### src/rtl/mode7_coord_gen.sv
// Mode 7 texture coordinate generator: scans the raster, feeds dx/dy to external
// sign-magnitude multipliers and sums their products into u/v behind a valid/ready port.
module mode7_coord_gen #(
    parameter int SIZE     = 24,
    parameter int INT_SIZE = 16,
    parameter int DEC_SIZE = 8,
    parameter int SCREEN_W = 256,
    parameter int SCREEN_H = 224
) (
    input  logic            clk,
    input  logic            rst,
    input  logic            start,
    input  logic [SIZE-1:0] par_a,
    input  logic [SIZE-1:0] par_b,
    input  logic [SIZE-1:0] par_c,
    input  logic [SIZE-1:0] par_d,
    input  logic [SIZE-1:0] par_x0,
    input  logic [SIZE-1:0] par_y0,
    output logic [SIZE-1:0] coef_a,
    output logic [SIZE-1:0] coef_b,
    output logic [SIZE-1:0] coef_c,
    output logic [SIZE-1:0] coef_d,
    output logic [SIZE-1:0] op_dx,
    output logic [SIZE-1:0] op_dy,
    input  logic [SIZE-1:0] prod_adx,
    input  logic [SIZE-1:0] prod_bdy,
    input  logic [SIZE-1:0] prod_cdx,
    input  logic [SIZE-1:0] prod_ddy,
    output logic            out_valid,
    input  logic            out_ready,
    output logic [SIZE-1:0] out_u,
    output logic [SIZE-1:0] out_v,
    output logic [8:0]      out_x,
    output logic [7:0]      out_y,
    output logic            out_last,
    output logic            busy
);
    localparam logic [1:0] S_IDLE  = 2'd0;
    localparam logic [1:0] S_RUN   = 2'd1;
    localparam logic [1:0] S_DRAIN = 2'd2;
    localparam int MW = SIZE - 1;

    typedef struct packed {
        logic       vld;
        logic [8:0] x;
        logic [7:0] y;
        logic       last;
    } pix_t;

    // Sign-magnitude add; -0 is folded to +0 and same-sign overflow saturates.
    function automatic logic [SIZE-1:0] sm_add(input logic [SIZE-1:0] a, input logic [SIZE-1:0] b);
        logic [MW-1:0] ma, mb, mr;
        logic [MW:0]   sum;
        logic          sa, sb, sr;
        ma  = a[MW-1:0];
        mb  = b[MW-1:0];
        sa  = a[MW] & (|ma);
        sb  = b[MW] & (|mb);
        sum = {1'b0, ma} + {1'b0, mb};
        if (sa == sb) begin
            mr = sum[MW] ? '1 : sum[MW-1:0];
            sr = sa;
        end else if (ma >= mb) begin
            mr = ma - mb;
            sr = sa;
        end else begin
            mr = mb - ma;
            sr = sb;
        end
        if (mr == '0) sr = 1'b0;
        return {sr, mr};
    endfunction

    function automatic logic [SIZE-1:0] sm_neg(input logic [SIZE-1:0] a);
        return {~a[MW], a[MW-1:0]};
    endfunction

    logic [1:0]      state_q, state_d;
    logic [SIZE-1:0] a_q, a_d, b_q, b_d, c_q, c_d, d_q, d_d, x0_q, x0_d, y0_q, y0_d;
    logic [8:0]      x_q, x_d;
    logic [7:0]      y_q, y_d;
    pix_t            s1_q, s1_d, s2_q, s2_d;
    logic [SIZE-1:0] dx_q, dx_d, dy_q, dy_d, u_q, u_d, v_q, v_d;
    logic [SIZE-1:0] x_fix, y_fix;
    logic            adv, pix_last;

    assign x_fix    = {1'b0, (INT_SIZE-1)'(x_q), {DEC_SIZE{1'b0}}};
    assign y_fix    = {1'b0, (INT_SIZE-1)'(y_q), {DEC_SIZE{1'b0}}};
    assign adv      = !s2_q.vld || out_ready;
    assign pix_last = (x_q == 9'(SCREEN_W-1)) && (y_q == 8'(SCREEN_H-1));

    always_comb begin
        state_d = state_q;
        a_d = a_q;  b_d = b_q;  c_d = c_q;  d_d = d_q;  x0_d = x0_q;  y0_d = y0_q;
        x_d = x_q;  y_d = y_q;
        s1_d = s1_q;  dx_d = dx_q;  dy_d = dy_q;
        s2_d = s2_q;  u_d = u_q;  v_d = v_q;
        case (state_q)
            S_IDLE: if (start) begin
                state_d = S_RUN;
                a_d = par_a;  b_d = par_b;  c_d = par_c;  d_d = par_d;
                x0_d = par_x0;  y0_d = par_y0;
                x_d = '0;  y_d = '0;
            end
            S_RUN: if (adv) begin
                s1_d = '{vld: 1'b1, x: x_q, y: y_q, last: pix_last};
                dx_d = sm_add(x_fix, sm_neg(x0_q));
                dy_d = sm_add(y_fix, sm_neg(y0_q));
                if (pix_last) begin
                    state_d = S_DRAIN;
                end else if (x_q == 9'(SCREEN_W-1)) begin
                    x_d = '0;
                    y_d = y_q + 8'd1;
                end else begin
                    x_d = x_q + 9'd1;
                end
            end
            S_DRAIN: begin
                if (adv) s1_d.vld = 1'b0;
                if (s2_q.vld && s2_q.last && out_ready) state_d = S_IDLE;
            end
            default: state_d = S_IDLE;
        endcase
        // Products are combinational from the stage1 operands, so stage2 sees them this cycle.
        if (adv) begin
            s2_d.vld = s1_q.vld;
            if (s1_q.vld) begin
                s2_d = s1_q;
                u_d  = sm_add(sm_add(prod_adx, prod_bdy), x0_q);
                v_d  = sm_add(sm_add(prod_cdx, prod_ddy), y0_q);
            end
        end
    end

    always_ff @(posedge clk) begin
        if (rst) begin
            state_q <= S_IDLE;
            a_q <= '0;  b_q <= '0;  c_q <= '0;  d_q <= '0;  x0_q <= '0;  y0_q <= '0;
            x_q <= '0;  y_q <= '0;
            s1_q <= '0;  dx_q <= '0;  dy_q <= '0;
            s2_q <= '0;  u_q <= '0;  v_q <= '0;
        end else begin
            state_q <= state_d;
            a_q <= a_d;  b_q <= b_d;  c_q <= c_d;  d_q <= d_d;  x0_q <= x0_d;  y0_q <= y0_d;
            x_q <= x_d;  y_q <= y_d;
            s1_q <= s1_d;  dx_q <= dx_d;  dy_q <= dy_d;
            s2_q <= s2_d;  u_q <= u_d;  v_q <= v_d;
        end
    end

    assign coef_a    = a_q;
    assign coef_b    = b_q;
    assign coef_c    = c_q;
    assign coef_d    = d_q;
    assign op_dx     = dx_q;
    assign op_dy     = dy_q;
    assign out_valid = s2_q.vld;
    assign out_u     = u_q;
    assign out_v     = v_q;
    assign out_x     = s2_q.x;
    assign out_y     = s2_q.y;
    assign out_last  = s2_q.vld & s2_q.last;
    assign busy      = (state_q != S_IDLE);
endmodule
### config.mk
export PLATFORM = sky130hd
export DESIGN_NAME = mode7_coord_gen
export DESIGN_NICKNAME = d
export VERILOG_FILES = /design/src/rtl/mode7_coord_gen.sv
export SDC_FILE = /design/constraint.sdc
export NUM_CORES = 1
export LEC_CHECK = 0
export BUFFER_PORTS_ARGS = -buffer_cell sky130_fd_sc_hd__buf_4
export CAP_MARGIN = 30
export CORE_ASPECT_RATIO = 1.1
export CORE_MARGIN = 2
export CORE_UTILIZATION = 59
export DETAILED_ROUTE_END_ITERATION = 8
export PLACE_DENSITY = 0.82
export RECOVER_POWER = 50
export SLEW_MARGIN = 0
export SYNTH_ARGS = -nofsm -noshare
export SYNTH_HDL_FRONTEND = slang
export SYNTH_SLANG_ARGS = --single-unit
### constraint.sdc
create_clock -name clk -period 8.6 [get_ports clk]
set_input_delay 0.86 -clock clk [delete_from_list [all_inputs] [get_ports clk]]
set_output_delay 0.86 -clock clk [all_outputs]
set_load 0.05 [all_outputs]
==> results by group <==
Clock tree
  • Clock Tree Buf Depth: 3
  • CTS tree: built
  • Setup bufs post-CTS: 0
  • Hold-fix buffers at CTS: 0
  • Worst-path clk slew: 0.06 ns
  • Total CTS buffers: 31
  • Root Buffer: clkbuf_16
  • Clk_lat worst skew: 0.59 ns
  • PostCTS Resize Cnt: 0
  • Clock Sinks: 297
  • CTS HTree Levels: 1

Worst setup path
  • CP Max Fanout: 114
  • Crit path DAT: 8.35 ns
  • CP cell instances: clkbuf_1 -> clkbuf_1 -> buf_4 -> nor3_1
  • CP required: 9.03 ns
  • CP startpoint kind: input pin
  • Worst setup path class: input pin to flop
  • Delay-heaviest family, CP: buffers and inverters
  • Sum of buffers and inverters on the critical path: 3
  • Slowest cell on crit path: clkbuf_1
  • CP most frequent cell: clkbuf_1
  • Max stage delay on crit path: 3.71 ns
  • Worst path depth: 4
  • R2R depth: 19
  • Crit. End Element: flop

Route
  • Drt drc: 0
  • DR vias: 34.1k
  • Routed Wire Length: 114000 um
  • Via density per instance: 6.39
  • Initial DRC Count: 3914
  • TritonRoute pass-1 iters: 6
  • Antenna-violating nets left: 0
  • Wirelength per Cell: 21.4 um

Floorplan
  • Initial Util: 59.7%
  • Die area: 0.0526 mm2
  • Die X: 219 um
  • Num ports: 456
  • Row cnt: 86
  • DIE HEIGHT: 240 um
  • Core Region: 0.0501 mm2

Synth
  • Gate Count Post-Synth: 4297
  • Ys Warns: 0
  • Most used DFF post-synth: dfxtp_1
  • Mean Syn Cell Area: 6.97 um2
  • Synth top cells by count: 606 x nand2_1, 529 x a21oi_1, 360 x nor2_1, 336 x inv_1, 325 x ha_1
  • Synth Net Count: 4882
  • Area of the mapped netlist: 0.0300 mm2
  • Most frequent cell after synthesis: nand2_1
  • Synth Register Bits: 297
  • Ys async rst share: 0%
  • Leading cell types by total area after synthesis: dfxtp_1 20%, ha_1 14%, a21oi_1 8.8%
  • Yosys cell types: 100
  • Top-area cell type share of the netlist area: 19.8%
  • Top cell type by total area after synthesis: dfxtp_1
  • Post-synth EDFFs: 0
  • Sequential area share after synthesis: 19.8%

Cells and area
  • Area of the multi-input gates: 0.0216 mm2
  • Area growth syn-to-layout: 14.9%
  • Layout Nets: 5238
  • Share of cells above drive strength 1: 11.9%
  • Non-Filler Cell Area, Final: 0.0344 mm2
  • Fillers: 4569
  • FF/Latch Area: 0.00595 mm2
  • Diode count: 0
  • Non-Filler Instances: 5333

Placed design
  • Setup slack at placement: 0.497 ns
  • Final GP Congestion: 1.05
  • Port Buffer Count: 455
  • Post-DP HPWL: 89200 um
  • Dpl cell area: 0.0341 mm2
  • Placed insts: 5278

Timing
  • Max_slew headroom: -261%
  • Setup violations, final: 0
  • Fin. max-slew vios: 188
  • Setup TNS: 0 ns
  • Hold Vio Cnt, Final: 0
  • Post-route minimum period: 7.92 ns
  • Final worst slack: 0.682 ns
  • RSZ-0062 raised after global routing: false
  • Clk_skew: 0.0162 ns
  • Worst hold margin: 0.452 ns
  • Worst-Margin Slew: 5.41 ns
  • Tcrit/Tclk final: 92.1%
  • Achievable frequency: 0.126 GHz

Global routing
  • GRT Overall Usage: 41.1%
  • Remaining Overflow, GRT: 0
  • Initial antenna violation count: 1
  • Pin count of the biggest net entering global routing: 115
  • Number of global-route vias before repair: 31.2k
  • First-pass GRT wire length: 173000 um

Min path
  • Hold Path Class: flop to flop
  • Hold depth: 2

Power and ir drop
  • Pwr/cell area: 190 mW/mm2
  • Cell leakage power: 15.3 nW
  • VDD IR-drop max: 0.000180 V

Run
  • Max-cap violations: 2

Run status
  • Status: complete, but fails checks
  • Violated checks: capacitance limit, slew limit
per-stage QoR:
step / util [%] / power [mW]
5_1_grt: 68.6 / 6.83
2_1_floorplan: - / 3.96
4_1_cts: 69.9 / 6.47
6_report: 68.6 / 6.53
3_3_place_gp: 67.9 / 5.10
3_5_place_dp: 67.9 / 5.11
state kept, by name, indices dropped and copies added (netlist names):
signal     cells
coef_a        24
coef_b        24
out_x          9
coef_c        24
s2_q           1
s1_q          19
out_v         24
x0_q          24
out_u         24
out_y          8
coef_d        24
x_q            9
op_dx         24
state_q        2
op_dy         24
y_q            8
out_valid      1
y0_q          24
cell usage in the layout, fill, tap and decap left out, drive strengths merged, types with 26 or more instances in the layout:
| cell | instances |
|---|---|
| o21a | 36 |
| nand3 | 89 |
| dfxtp | 297 |
| nor2b | 49 |
| nor2 | 363 |
| and3 | 51 |
| a21oi | 529 |
| o21bai | 52 |
| o21ai | 201 |
| nand4 | 56 |
| o31ai | 28 |
| nand2 | 610 |
| a31oi | 49 |
| o211ai | 26 |
| a211oi | 68 |
| ha | 325 |
| inv | 344 |
| nor4 | 64 |
| a21o | 81 |
| mux2i | 57 |
| and2 | 27 |
| buf | 408 |
| nor3 | 141 |
| nand2b | 33 |
| clkbuf | 224 |
| or3 | 52 |
| xnor2 | 32 |
worst paths after layout:
check,endpoint,from,slack (ns)
worst max-delay path,out_u[17]$_SDFFE_PP0P_,rst,0.68
worst min-delay path,coef_d[9]$_SDFFE_PP0P_,coef_d[9]$_SDFFE_PP0P_,0.45
worst max register to register,out_u[23]$_SDFFE_PP0P_,x0_q[1]$_SDFFE_PP0P_,3.20
worst min register to register,coef_d[9]$_SDFFE_PP0P_,coef_d[9]$_SDFFE_PP0P_,0.45
cell type report:
class / instances / share of cell area, %
clock inverters: 9 / 0.291
inverters: 340 / 3.71
well taps: 660 / 2.40
repair buffers: 588 / 11.0
multi-input cells: 3395 / 62.7
clock buffers: 44 / 2.63
flip-flops and latches: 297 / 17.3
kinds of logic (layout without fill, tap and decap cells):
kind of cell / count (synthesis) / count (layout) / synth area share (%)
and+or+nand+nor: 1626 / 1626 / 25.5
AOI/OAI and AO/OA: 1311 / 1311 / 27.9
buffers and inverters: 605 / 981 / 8.31
adders and majority gates: 341 / 341 / 14.6
DFF: 297 / 297 / 19.8
muxes: 75 / 75 / 2.59
xor gates and xnor gates: 42 / 42 / 1.23
tightest hold or removal path: cells and delay by family, from the launching register on:
kind             cells  cell delay (ns)
AO/OA/AOI/OAI        1             0.05
AND/OR/NAND/NOR      1             0.05
flip-flops           1             0.30
power breakdown:
group	internal, mW	leakage [nW]	switching (mW)
Sequential	1.47	2.43	0.0953
Clock	0.763	0.493	0.591
Combinational	1.27	12.4	2.33
Total	3.51	15.3	3.02
routing by layer:
layer / track usage (%) / routed length (um) / vias up
met5: 0 / 10 / -
met2: 66.4 / 51900 / 1953
met4: 23.7 / 7890 / 2
met3: 6.67 / 10100 / 447
li1: - / - / 15900
met1: 51.8 / 44600 / 15800
(Power assumes the default switching activity.)
